==> src/rtl/adc_spi_sampler.sv <==
// adc_spi_sampler: periodic frame controller for a 12-bit AD7476-style SPI ADC.
// Each frame is CS-framed with SCLK idling high. The frame carries 4 leading
// zeros followed by 12 data bits, MSB first.
// Ports:
//   clk_i, reset_i       system clock and synchronous active-high reset
//   enable_i             run enable for the sample timer
//   adc_sdo_i            ADC serial data, asynchronous to clk_i (synchronized here)
//   adc_cs_n_o           ADC chip select, active low
//   adc_sclk_o           ADC serial clock, idles high
//   signal_o             last accepted sample (mid-scale after reset)
//   valid_o              one-clock strobe: new sample on signal_o
//   busy_o               high while a frame is in progress
//   frame_error_o        one-clock strobe: leading bits were not zero, sample dropped
//   overrun_o            one-clock strobe: timer tick arrived mid-frame and was dropped
module adc_spi_sampler #(
  parameter int SIGNAL_RESOLUTION = 12,
  parameter int MSB               = SIGNAL_RESOLUTION - 1,
  parameter int LEADING_BITS      = 4,
  parameter int FRAME_BITS        = SIGNAL_RESOLUTION + LEADING_BITS,
  parameter int CLK_DIV           = 4,
  parameter int CS_SETUP          = 2,
  parameter int SAMPLE_PERIOD     = 2000
) (
  input  logic         clk_i,
  input  logic         reset_i,
  input  logic         enable_i,
  input  logic         adc_sdo_i,
  output logic         adc_cs_n_o,
  output logic         adc_sclk_o,
  output logic [MSB:0] signal_o,
  output logic         valid_o,
  output logic         busy_o,
  output logic         frame_error_o,
  output logic         overrun_o
);

  // Counter widths. The divider counter is shared by the CS setup interval
  // and the SCLK half-periods, so it must hold the larger of the two.
  localparam int TW      = (SAMPLE_PERIOD > 1) ? $clog2(SAMPLE_PERIOD) : 1;
  localparam int DIV_MAX = (CLK_DIV > CS_SETUP) ? CLK_DIV : CS_SETUP;
  localparam int DW      = $clog2(DIV_MAX + 1);
  localparam int BW      = $clog2(FRAME_BITS + 1);

  localparam logic [TW-1:0] TIMER_LAST = TW'(SAMPLE_PERIOD - 1);
  localparam logic [DW-1:0] SETUP_LAST = DW'(CS_SETUP - 1);
  localparam logic [DW-1:0] HALF_LAST  = DW'(CLK_DIV - 1);
  localparam logic [BW-1:0] BIT_LAST   = BW'(FRAME_BITS - 1);

  // Value presented on signal_o after reset; matches the downstream filter preload.
  localparam logic [MSB:0] MID_SCALE = {1'b1, {MSB{1'b0}}};

  typedef enum logic [1:0] {
    IDLE,
    SETUP,
    SHIFT,
    DONE
  } state_t;

  state_t                state_q, state_d;
  logic [TW-1:0]         timer_q;
  logic                  tick;
  logic                  sdo_meta_q, sdo_sync_q;
  logic [DW-1:0]         div_q, div_d;
  logic [BW-1:0]         bit_q, bit_d;
  logic [FRAME_BITS-1:0] shreg_q, shreg_d;
  logic                  cs_n_q, cs_n_d;
  logic                  sclk_q, sclk_d;
  logic [MSB:0]          signal_q, signal_d;
  logic                  valid_q, valid_d;
  logic                  ferr_q, ferr_d;
  logic                  ovr_q, ovr_d;
  logic                  busy_q, busy_d;

  // --------------------------------------------------------------------------
  // Two-flop synchronizer for the ADC data line. Every bit captured into the
  // shift register comes from sdo_sync_q.
  // --------------------------------------------------------------------------
  always_ff @(posedge clk_i) begin
    if (reset_i) begin
      sdo_meta_q <= 1'b0;
      sdo_sync_q <= 1'b0;
    end else begin
      sdo_meta_q <= adc_sdo_i;
      sdo_sync_q <= sdo_meta_q;
    end
  end

  // --------------------------------------------------------------------------
  // Sample timer. It is held at zero while disabled, so the first tick lands
  // exactly SAMPLE_PERIOD cycles after enable_i rises. The tick is qualified
  // with enable_i so that a disable on the terminal cycle drops that tick.
  // --------------------------------------------------------------------------
  always_ff @(posedge clk_i) begin
    if (reset_i) begin
      timer_q <= '0;
    end else if (!enable_i) begin
      timer_q <= '0;
    end else if (timer_q == TIMER_LAST) begin
      timer_q <= '0;
    end else begin
      timer_q <= timer_q + TW'(1);
    end
  end

  assign tick = enable_i && (timer_q == TIMER_LAST);

  // --------------------------------------------------------------------------
  // Frame FSM state and output registers.
  // --------------------------------------------------------------------------
  always_ff @(posedge clk_i) begin
    if (reset_i) begin
      state_q  <= IDLE;
      div_q    <= '0;
      bit_q    <= '0;
      shreg_q  <= '0;
      cs_n_q   <= 1'b1;
      sclk_q   <= 1'b1;
      signal_q <= MID_SCALE;
      valid_q  <= 1'b0;
      ferr_q   <= 1'b0;
      ovr_q    <= 1'b0;
      busy_q   <= 1'b0;
    end else begin
      state_q  <= state_d;
      div_q    <= div_d;
      bit_q    <= bit_d;
      shreg_q  <= shreg_d;
      cs_n_q   <= cs_n_d;
      sclk_q   <= sclk_d;
      signal_q <= signal_d;
      valid_q  <= valid_d;
      ferr_q   <= ferr_d;
      ovr_q    <= ovr_d;
      busy_q   <= busy_d;
    end
  end

  // --------------------------------------------------------------------------
  // Next-state and next-output logic.
  // Frame timeline, counted in clocks from the CS fall (edge 0):
  //   SETUP : edges 1..CS_SETUP. SCLK falls for bit 0 on edge CS_SETUP.
  //   SHIFT : each bit spends CLK_DIV clocks low, then CLK_DIV clocks high.
  //           Data is captured on the edge that raises SCLK, so the ADC has
  //           had a full low half-period (minus synchronizer delay) to settle.
  //   DONE  : entered when the final high half-period ends. The strobe and
  //           CS rise are issued one clock later.
  // --------------------------------------------------------------------------
  always_comb begin
    state_d  = state_q;
    div_d    = div_q;
    bit_d    = bit_q;
    shreg_d  = shreg_q;
    cs_n_d   = cs_n_q;
    sclk_d   = sclk_q;
    signal_d = signal_q;
    valid_d  = 1'b0;
    ferr_d   = 1'b0;
    // A tick can only start a frame from IDLE. In any other state it is
    // reported and discarded rather than queued.
    ovr_d    = tick && (state_q != IDLE);

    case (state_q)
      IDLE: begin
        if (tick) begin
          state_d = SETUP;
          cs_n_d  = 1'b0;
          div_d   = '0;
        end
      end

      SETUP: begin
        if (div_q == SETUP_LAST) begin
          state_d = SHIFT;
          sclk_d  = 1'b0;
          div_d   = '0;
          bit_d   = '0;
        end else begin
          div_d = div_q + DW'(1);
        end
      end

      SHIFT: begin
        if (div_q == HALF_LAST) begin
          div_d = '0;
          if (!sclk_q) begin
            // End of the low half-period: raise SCLK and capture the bit.
            sclk_d  = 1'b1;
            shreg_d = {shreg_q[FRAME_BITS-2:0], sdo_sync_q};
          end else if (bit_q == BIT_LAST) begin
            // Last high half-period is complete. SCLK stays high.
            state_d = DONE;
          end else begin
            sclk_d = 1'b0;
            bit_d  = bit_q + BW'(1);
          end
        end else begin
          div_d = div_q + DW'(1);
        end
      end

      DONE: begin
        state_d = IDLE;
        cs_n_d  = 1'b1;
        // Nonzero leading bits indicate a corrupted frame. Keep the old sample
        // so the filter never sees a garbage value.
        if (shreg_q[FRAME_BITS-1 -: LEADING_BITS] == '0) begin
          signal_d = shreg_q[MSB:0];
          valid_d  = 1'b1;
        end else begin
          ferr_d = 1'b1;
        end
      end

      default: begin
        state_d = IDLE;
        cs_n_d  = 1'b1;
        sclk_d  = 1'b1;
      end
    endcase

    busy_d = (state_d != IDLE);
  end

  assign adc_cs_n_o    = cs_n_q;
  assign adc_sclk_o    = sclk_q;
  assign signal_o      = signal_q;
  assign valid_o       = valid_q;
  assign busy_o        = busy_q;
  assign frame_error_o = ferr_q;
  assign overrun_o     = ovr_q;

endmodule

==> config.mk <==
export PLATFORM = sky130hd
export DESIGN_NAME = adc_spi_sampler
export DESIGN_NICKNAME = d
export VERILOG_FILES = /design/src/rtl/adc_spi_sampler.sv
export SDC_FILE = /design/constraint.sdc
export NUM_CORES = 1
export LEC_CHECK = 0
export BUFFER_PORTS_ARGS = -buffer_cell sky130_fd_sc_hd__buf_2
export CORE_MARGIN = 4
export CORE_UTILIZATION = 35
export DETAILED_ROUTE_END_ITERATION = 8
export SLEW_MARGIN = 40
export SYNTH_ARGS = -nofsm -noshare
export SYNTH_HDL_FRONTEND = slang
export SYNTH_SLANG_ARGS = --single-unit
==> constraint.sdc <==
create_clock -name clk_i -period 5.61 [get_ports clk_i]
set_input_delay 1.122 -clock clk_i [delete_from_list [all_inputs] [get_ports clk_i]]
set_output_delay 1.122 -clock clk_i [all_outputs]
set_load 0.01 [all_outputs]
* Yosys cells after proc, flatten, opt, wreduce, memory -nomap -nowiden
Cells that the tools add are included.
** Cells by class
- Equality and inequality tests :: 12
- Bitwise gates (word level) :: 3
- Add/subtract/negate cells :: 3
- Muxes and demuxes :: 24
- Reductions and logical operators :: 17
** Operator list (number)
- $mux 5 :: 4
- $add 11x1->11 const B :: 1
- $eq 11x11->1 const B :: 1
- $mux 2 :: 5
- $ne 2x2->1 const B :: 5
- $pmux 5 s2 :: 1
- $mux 3 :: 3
- $pmux 3 s3 :: 1
- $pmux 2 s4 :: 1
- $reduce_bool 2->1 :: 4
- $mux 1 :: 7
- $reduce_and 2->1 :: 3
- $reduce_and 3->1 :: 2
- $add 5x1->5 const B :: 1
- $eq 5x4->1 const B :: 1
- $reduce_and 5->1 :: 1
- $eq 2x2->1 const B :: 2
- $logic_not 4->1 :: 1
- $pmux 1 s2 :: 2
- $add 3x1->3 const B :: 1
- $eq 3x1->1 const B :: 1
- $eq 3x2->1 const B :: 1
- $not 1->1 :: 3
- $reduce_bool 3->1 :: 1
- other kinds (5) :: 6
** Word-level totals
- Input bits :: 4
- Output and inout bits :: 18
- Flip-flop bits (word level) :: 57
- Word-level logic and storage cells :: 73

* Depth between registers and ports, before layout
Gate-level depths: netlist of the first run.
- Word-level depth :: 6
- Gate-level depth with buffers :: 8
- Depth with buffers taken out :: 7

* Worst setup path before layout of the first run
OpenSTA, ideal clock, no wires.
- Path kind :: register to register
- From :: reg bit_q[0]
- To :: reg bit_q[2]
- Cell stages (with the launch flop) :: 8
- Data required time :: 5.540 ns
- Path buffers :: 0
- Arrival time :: 1.853 ns
- Library setup time :: 0.070 ns
- Setup slack :: 3.687 ns
- Period minus slack after synthesis :: 1.923 ns
- Cells stage by stage :: dfxtp_1 -> ha_1 -> and3_1 -> ha_1 -> nand3b_2 -> a221o_1 -> or3_1 -> a21boi_1
** Between the ends
- Cells in the longest elaborated chain, start to end :: 5
- Elaborated cells between the ends (all ways) :: 8
- Classes of those cells :: add/sub (1); eq/ne (2); mux (4); reduce/logical (1)
** Ends and longest elaborated chain
- start, declared :: line 64 : logic [BW-1:0] bit_q, bit_d;
- start signal, assigned :: line 126 : bit_q <= bit_d;
- $add 5x1->5 :: line 194 : bit_d = bit_q + BW'(1);
- $mux 5 :: line 189 : end else if (bit_q == BIT_LAST) begin
- $mux 5 :: line 185 : if (!sclk_q) begin
- $mux 5 :: line 183 : if (div_q == HALF_LAST) begin
- $pmux 5 s2 :: line 162 : case (state_q)
Parallel ways exist; a longest one is shown, timed or not. The select of a mux whose other input is x is not followed.
A chain may end at the register's enable or synchronous reset.

* Worst setup path in the final report of the first run
- From :: reg sclk_q (netlist: adc_sclk_o)
- To :: out adc_sclk_o
** RTL lines
- start, declared :: line 67 : logic sclk_q, sclk_d;
- start signal, assigned :: line 129 : sclk_q <= sclk_d;
- end, declared :: line 29 : output logic adc_sclk_o,
No word-level cell between the ends.

==> metrics.csv, run 1 <==
metric,value,unit
die_w,91.84,microns
clk_latency,340,ps
seq_area_frac_synth,46.39,%
r2r-start,bit_q[0],
hold_path.class,flop to flop,
drt_iter0_markers,139,
fill_cells,697,
async_flop_share,0,%
yosysUniqueCellTypes,43,
crit_family,flip-flops,
timing.rr.end,bit_q[2],
final_hold_viol_count,0,
synth_edf_count,0,
h-tree-depth,3,
maxSlewViolCount,0,
holdWs,433.7,ps
ir_drop,0.08631,mV
multi_input_area,0.001215,sq mm
crit_required,4490,ps
antenna_found_initial,0,
dieHeight,91.84,microns
io_buffer_count,21,
drive_gt1_share,13.78,%
num-nets-final,324,
vias_per_cell,4.696,
cts_resized,0,
yosysMostFrequentCell,nand2_1,
grt_pass1_vias,1752,
final.min_clock_period,2101,ps
drtPass1Iterations,5,
crit_fanout,6,
n_antenna_cell,0,
synth_ff_type,dfxtp_1,
critical_path_buf_inv_count,1,
grt_overflow,0,
initial_core_util,36.21,%
crit_path_end_kind,output port,
avgSynthCellArea,8.453,sq um
finalClockSkew,7.345,ps
avgRoutedWirePerCell,11.42,microns
maxSlewHeadroom,47.54,%
grt_max_degree,48,
worst_hold_path.num_cells,1,
rsz0062_at_grt,false,
syn_nets,307,
cts-buffers-inserted,9,
core.rowCount,30,
grt_usage,12.10,%
wl,4.659,mm
synth_top_area_share,46.39,%
hold_end,sdo_sync_q,
cts_root_buf,clkbuf_8,
num_io_pins,22,
cp.arrival,980,ps
setup_violations,0,
syn_to_final_growth,13.68,%
crit_type,flop to output port,
min_from,sdo_meta_q,
cpPeakStageDelay,460,ps
core_area,0.006794,sq mm
dp_hpwl,3.074,mm
rr_worst_depth,7,
rrSetupSlack,3550,ps
p_leak,1.017,nW
worstMarginPinSlew,786.9,ps
cts_tree,done,
gp_congestion,0.7573,
final_antenna_net_count,0,
fin_util,41.16,%
cts_max_path_buffers,2,
p_per_area,274.0,mW/mm^2
vias,1916,
cts_sinks,57,
ys_ff_latch,57,
yosysTopAreaCell,dfxtp_1,
cts_setup_buffers,0,
postCtsHoldBufs,0,
ys_top_cells_by_area,"dfxtp_1 46%, nand2_1 11%, a21oi_1 7.7%, ha_1 6.1%, nor2_1 2.9%",
cp_slowest_cell,dfxtp_1,
drc,0,
yosys_warnings,0,
dieArea,0.008434,sq mm
register_area,0.001141,sq mm
syn_area,0.002460,sq mm
critPathLaunchType,flop,
clkTransAtPathRegs,60,ps
tns,0,ps
synth_common_cells,"72 x nand2_1, 57 x dfxtp_1, 38 x a21oi_1",
fmax,476.0,MHz
synth_cells,291,
grt_pass1_wl,8.121,mm
worstPathCellList,buf_2,
max_cap_violations,0,
fin_crit_sh,37.45,%
outcome,"finished, final reports clean",
[cells in the final DEF (no fill, tap or decap), types with 2 or more instances in the layout]
cell type,instances
a21oi_1,38
nand2b_1,2
nand4b_1,2
nand2_1,72
inv_1,9
nand4_1,3
dfxtp_1,57
and2_1,2
nor2_1,18
clkbuf_8,12
and3_1,3
a41oi_1,2
and4b_1,2
o21ai_0,2
a221o_1,2
ha_1,12
nand3_1,6
nor3_1,4
xnor2_1,8
nand3b_1,3
buf_2,21
or3_1,2
nor2b_1,5
nor4_1,2
o31ai_1,2
[registers in the layout (all words and copies together), names as in the netlist]
signal,count
shreg_q,16
signal_o,12
timer_q,11
bit_q,5
div_q,3
state_q,2
adc_cs_n_o,1
adc_sclk_o,1
busy_o,1
frame_error_o,1
overrun_o,1
sdo_meta_q,1
sdo_sync_q,1
valid_o,1
[final cells by class]
type | instances | area share, %
Multi-Input combinational cell | 210 | 43.45
Sequential cell | 57 | 40.81
Clock buffer | 13 | 6.040
Tap cell | 96 | 4.295
Timing Repair Buffer | 21 | 3.758
Inverter | 9 | 1.208
Clock inverter | 2 | 0.4474
[per-stage QoR]
stage	instances	setup WS, ps	power, W	instance area, sq um
3_3_place_gp	393	3317	0.0004265	2613
6_report	408	3509	0.0007661	2796
3_5_place_dp	393	3316	0.0004267	2615
2_1_floorplan	291	3687	0.0004244	2460
5_1_grt	408	3420	0.0008014	2796
4_1_cts	408	3480	0.0007816	2796
[metal layers]
layer,vias to the layer above,wire length (microns),share of wire (%),GRT usage (%)
li1,1014,-,-,-
met1,865,2328,50,15.96
met2,28,1955,42,16.56
met3,9,265,5.7,4.512
met4,0,109,2.3,7.426
met5,-,0,0,0
[power breakdown]
group / internal, W / switching, W / leakage, nW
clock network: 0.000193 / 0.000156 / 0.0915
registers: 0.000406 / 0.000000639 / 0.460
logic: 0.00000310 / 0.00000755 / 0.466
[kinds of logic after synthesis]
| family | after synthesis | share of synthesized area, % |
|---|---|---|
| AO/OA/AOI/OAI | 53 | 12.92 |
| XOR/XNOR | 9 | 3.205 |
| adder cells (fa/ha/maj) | 12 | 6.104 |
| buffers and inverters | 24 | 4.323 |
| flip-flops | 57 | 46.39 |
| multiplexers | 2 | 0.8647 |
| AND/OR/NAND/NOR | 134 | 26.20 |
[how the worst max path moves through the flow]
stage             endpoint        from  cells past startpoint
6_report        adc_sclk_o  adc_sclk_o                      1
5_1_grt           bit_q[2]  state_q[0]                      6
4_1_cts         adc_sclk_o  adc_sclk_o                      1
3_5_place_dp    timer_q[2]     reset_i                      3
3_3_place_gp   timer_q[10]     reset_i                      3
2_1_floorplan     bit_q[2]    bit_q[0]                      7
(Power assumes the default switching activity.)
==> run 2, diff against run 1 <==
Clock period 5.61 ns to 1.8 ns, I/O delays scaled along.
==> metrics.csv, run 2 (synthesis gave the netlist of run 1 again) <==
metric,value,unit,change
cts_max_path_buffers,2,,unchanged
grt_pass1_wl,8.569,mm,+5.5%
cts_sinks,57,,unchanged
final_cell_mix,"72 x nand2_1, 55 x dfxtp_1, 38 x a21oi_1",,
final_antenna_net_count,0,,unchanged
rsz0062_at_grt,true,,
hold_path.class,primary input to flop,,
worstMarginPinSlew,603.7,ps,-183.2 ps
gp_congestion,0.7430,,-1.9%
fin_cells,425,,+4.2%
crit_path_end_kind,flop,,
pwr-share-comb,1.4,%,about the same
cts_root_buf,clkbuf_8,,
crit_family,simple AND/OR/NAND/NOR gates,,
violations,setup timing,,
clkTransAtPathRegs,70,ps,about the same
grt_pass1_vias,1825,,+4.2%
drtPass1Iterations,4,,-1
dieArea,0.008434,sq mm,unchanged
largest-register,shreg_q,,
critical_path_buf_inv_count,0,,-1
maxSlewViolCount,0,,unchanged
dp_hpwl,3.291,mm,+7.0%
p_leak,1.102,nW,+8.3%
final.min_clock_period,1802,ps,
power_switching,0.0005953,W,+260%
drive_gt1_share,20.97,%,+7.2 points
n_antenna_cell,0,,unchanged
fmax,555.0,MHz,
clk_latency,340,ps,about the same
finalClockSkew,10.67,ps,+3.329 ps
max_cap_violations,0,,unchanged
outcome,finished with violations,,
crit_required,2070,ps,-2420 ps
worstPathCellList,ha_4 > and3_4 > ha_4 > nand3b_4 > a221o_1 > or3_1 > a21boi_1,,
cp_common_cell,ha_4,,
num_io_pins,22,,unchanged
power.internal,0.001925,W,+220%
seqPwrFrac,50.3,%,-2.8 points
avgRoutedWirePerCell,11.79,microns,+3.2%
num-nets-final,340,,+4.9%
syn_to_final_growth,22.18,%,
io_buffer_count,21,,unchanged
drt_iter0_markers,121,,-13%
cts-buffers-inserted,9,,unchanged
cpPeakStageDelay,340,ps,-120 ps
final_hold_viol_count,0,,unchanged
p_per_area,838.6,mW/mm^2,+210%
tns,-1.899,ps,-1.899 ps
vias_per_cell,4.692,,about the same
p_clk_share,48.3,%,+2.8 points
die_w,91.84,microns,unchanged
crit_type,flop to flop,,
crit_fanout,2,,-4
grt_max_degree,38,,-21%
largest_reg_flops,16,,unchanged
cp.arrival,2070,ps,+1090 ps
core.rowCount,30,,unchanged
netSwitchingFraction,23.62,%,+2.3 points
drc,0,,unchanged
placed_cells,408,,+3.8%
critPathLaunchType,flop,,
h-tree-depth,3,,unchanged
grt_overflow,0,,unchanged
maxSlewHeadroom,59.71,%,+12 points
fin_util,44.24,%,+3.1 points
ir_drop,0.3631,mV,+320%
grt_usage,12.66,%,+0.56 points
cts_tree,done,,
timing.final.ws_setup,-1.899,ps,-3511 ps
dieHeight,91.84,microns,unchanged
antenna_found_initial,0,,unchanged
layout_commonest_cell,nand2_1,,
setup_violations,1,,+1
wl,5.010,mm,+7.5%
vias,1994,,+4.1%
core_area,0.006794,sq mm,unchanged
pre_cts_ws,-11.03,ps,-3328 ps
postCtsHoldBufs,0,,unchanged
initial_core_util,36.21,%,unchanged
cp_slowest_cell,dfxtp_2,,
fin_crit_sh,100.1,%,
-- run 2: cell types whose count changed in the layout (fill, tap and decap cells not counted), moves of 2 or more --
cell        change
clkinvlp_4      +2
buf_4          +15
clkbuf_8        -3
ha_1            -3
ha_4            +2
inv_6           +2
dfxtp_1         -2
dfxtp_2         +2
-- run 2: stage by stage --
stage | hold WS [ps] | power (W) | cell area [sq um]
2_1_floorplan | 413.8 | 0.001323 | 2471
3_3_place_gp | 431.2 | 0.001332 | 2736
3_5_place_dp | 434.6 | 0.001333 | 2739
4_1_cts | 231.0 | 0.002554 | 2950
5_1_grt | 281.7 | 0.002615 | 3005
6_report | 245.4 | 0.002520 | 3005
-- run 2: routing by layer --
| layer | global-route usage (%) | share of wire [%] | wire length (microns) | vias to the layer above |
|---|---|---|---|---|
| met3 | 4.020 | 3.4 | 168 | 10 |
| met5 | 0 | 0 | 0 | - |
| met4 | 5.941 | 2.1 | 103 | 0 |
| met1 | 17.30 | 51 | 2554 | 907 |
| li1 | - | - | - | 1052 |
| met2 | 18.02 | 44 | 2184 | 25 |
-- run 2: final timing paths --
path         startpoint         end  slack [ps]  cells past startpoint
max reg2reg    bit_q[0]    bit_q[2]          -2                      7
min reg2reg  sdo_meta_q  sdo_sync_q         440                      1
min           adc_sdo_i  sdo_meta_q         250                      2
max            bit_q[0]    bit_q[2]          -2                      7
-- run 2: layout make-up --
type	instances	area, sq um
clock buffer	9	123.9
sequential	57	1144
inverter	9	33.78
multi-input combinational	210	1276
tap	96	120.1
fill	676	3789
clock inverter	7	78.83
timing repair buffer	37	229.0
-- run 2: power groups by stage --
stage                     combinational [W]  clock [W]  sequential (W)
after floorplan                   0.0000277          0         0.00130
after global placement            0.0000363          0         0.00130
after detailed placement          0.0000370          0         0.00130
after CTS                         0.0000371    0.00125         0.00127
after global routing              0.0000409    0.00131         0.00127
final                             0.0000363    0.00122         0.00127
-- run 2: what timing repair did --
action                                  4_1_cts  5_1_grt
pin swaps                                     0        1
resized for setup                             3        8
buffers inserted                              0        1
endpoints found under the setup margin        1        7
==> run 3, diff against run 2 <==
Settings changed: ABC_CLOCK_PERIOD_IN_PS set to 1800, CORE_ASPECT_RATIO set to 0.8.
==> metrics.csv, run 3 (synthesis gave the netlist of run 1 again) <==
metric,value,unit,change
fmax,537.5,MHz,-3.2%
cts_max_path_buffers,2,,unchanged
cts_sinks,57,,unchanged
gp_congestion,0.7696,,+3.6%
core_area,0.006858,sq mm,+0.94%
final_cell_mix,"72 x nand2_1, 55 x dfxtp_1, 36 x a21oi_1",,
grt_overflow,0,,unchanged
crit_required,2070,ps,about the same
worstPathCellList,ha_4 > and3_4 > ha_4 > nand3b_4 > a221o_1 > or3_4 > a21boi_2,,
num_io_pins,22,,unchanged
syn_to_final_growth,23.70,%,
layout_commonest_cell,nand2_1,,
io_buffer_count,21,,unchanged
max_cap_violations,0,,unchanged
vias_per_cell,4.847,,+3.3%
drtPass1Iterations,4,,unchanged
num-nets-final,342,,+0.59%
hold_path.class,primary input to flop,,
p_per_area,835.3,mW/mm^2,-0.39%
drive_gt1_share,22.05,%,+1.1 points
pre_cts_ws,-103.6,ps,-92.58 ps
cts_root_buf,clkbuf_8,,
critPathLaunchType,flop,,
crit_path_end_kind,flop,,
antenna_found_initial,0,,unchanged
p_total,0.002542,W,+0.85%
cp.arrival,2130,ps,+60 ps
cp_slowest_cell,a221o_1,,
drt_iter0_markers,80,,-34%
cts_tree,done,,
setup_violations,3,,+2
fin_area,0.003043,sq mm,+1.2%
maxSlewViolCount,0,,unchanged
dieHeight,82.99,microns,-9.6%
critical_path_buf_inv_count,0,,unchanged
wl,5.151,mm,+2.8%
worstMarginPinSlew,615.4,ps,+11.66 ps
largest_reg_flops,16,,unchanged
clk_latency,340,ps,about the same
die_w,101.7,microns,+11%
core.rowCount,27,,-10%
maxSlewHeadroom,58.93,%,-0.78 points
clkTransAtPathRegs,60,ps,about the same
fin_crit_sh,103.4,%,+3.3 points
n_antenna_cell,0,,unchanged
finalClockSkew,6.045,ps,-4.629 ps
initial_core_util,35.87,%,-0.34 points
drc,0,,unchanged
dieArea,0.008442,sq mm,about the same
grt_max_degree,38,,unchanged
final_antenna_net_count,0,,unchanged
cpPeakStageDelay,360,ps,+20 ps
largest-register,shreg_q,,
rsz0062_at_grt,true,,
final_hold_viol_count,0,,unchanged
crit_family,simple AND/OR/NAND/NOR gates,,
placedInstanceArea,0.002748,sq mm,+0.32%
cp_common_cell,ha_4,,
fin_util,44.37,%,+0.14 points
crit_type,flop to flop,,
cts-buffers-inserted,9,,unchanged
grt_pass1_wl,8.825,mm,+3.0%
vias,2026,,+1.6%
p_leak,1.131,nW,+2.7%
dp_hpwl,3.509,mm,+6.6%
grt_pass1_vias,1904,,+4.3%
h-tree-depth,3,,unchanged
final.min_clock_period,1861,ps,+58.69 ps
violations,setup timing,,
grt_usage,13.18,%,+0.52 points
timing.final.ws_setup,-60.59,ps,-58.69 ps
avgRoutedWirePerCell,12.32,microns,+4.5%
ir_drop,0.4677,mV,+29%
crit_fanout,3,,+1
outcome,finished with violations,,
[run 3: worst paths after layout]
path / from / endpoint / slack (ps) / cells after the start
hold / removal: adc_sdo_i / sdo_meta_q / 240 / 2
hold reg to reg: timer_q[0] / timer_q[0] / 450 / 1
setup / recovery: bit_q[1] / bit_q[2] / -60 / 7
setup reg to reg: bit_q[1] / bit_q[2] / -60 / 7
[run 3: final cells by class]
cell class,count,area [sq um]
Clock buffer,14,172.7
Clock inverter,2,35.03
Sequential cell,57,1144
Fill cell,680,3815
Inverter,9,33.78
Multi-Input combinational cell,210,1289
Tap cell,87,108.9
Timing Repair Buffer,39,260.3
[run 3: timing repair]
item,in CTS,in global routing
setup buffers,1,1
endpoints found under the setup margin,3,6
hold buffers,0,0
pin swaps,6,8
resized for setup,8,8
[run 3: layer usage]
metal | routed length (microns) | global-route usage (%) | part of all wire, % | vias up
met5 | 0 | 0 | 0 | -
met4 | 53 | 5.435 | 1.0 | 0
met3 | 208 | 4.954 | 4.0 | 4
met2 | 2181 | 17.76 | 42 | 26
met1 | 2708 | 18.67 | 53 | 943
li1 | - | - | - | 1053
[run 3: where the power goes]
group | total, W | internal [W] | switching [W]
clock network | 0.00123 | 0.000751 | 0.000482
registers | 0.00127 | 0.00127 | 0.00000208
logic | 0.0000405 | 0.0000140 | 0.0000265
total | 0.00254 | 0.00203 | 0.000511
[run 3: stage by stage]
stage,instances,hold slack [ps],TNS [ps]
2_1_floorplan,291,413.8,-0.2521
3_3_place_gp,400,426.6,-99.29
3_5_place_dp,400,432.8,-119.0
4_1_cts,417,224.9,-131.5
5_1_grt,418,249.3,-547.7
6_report,418,239.2,-120.9
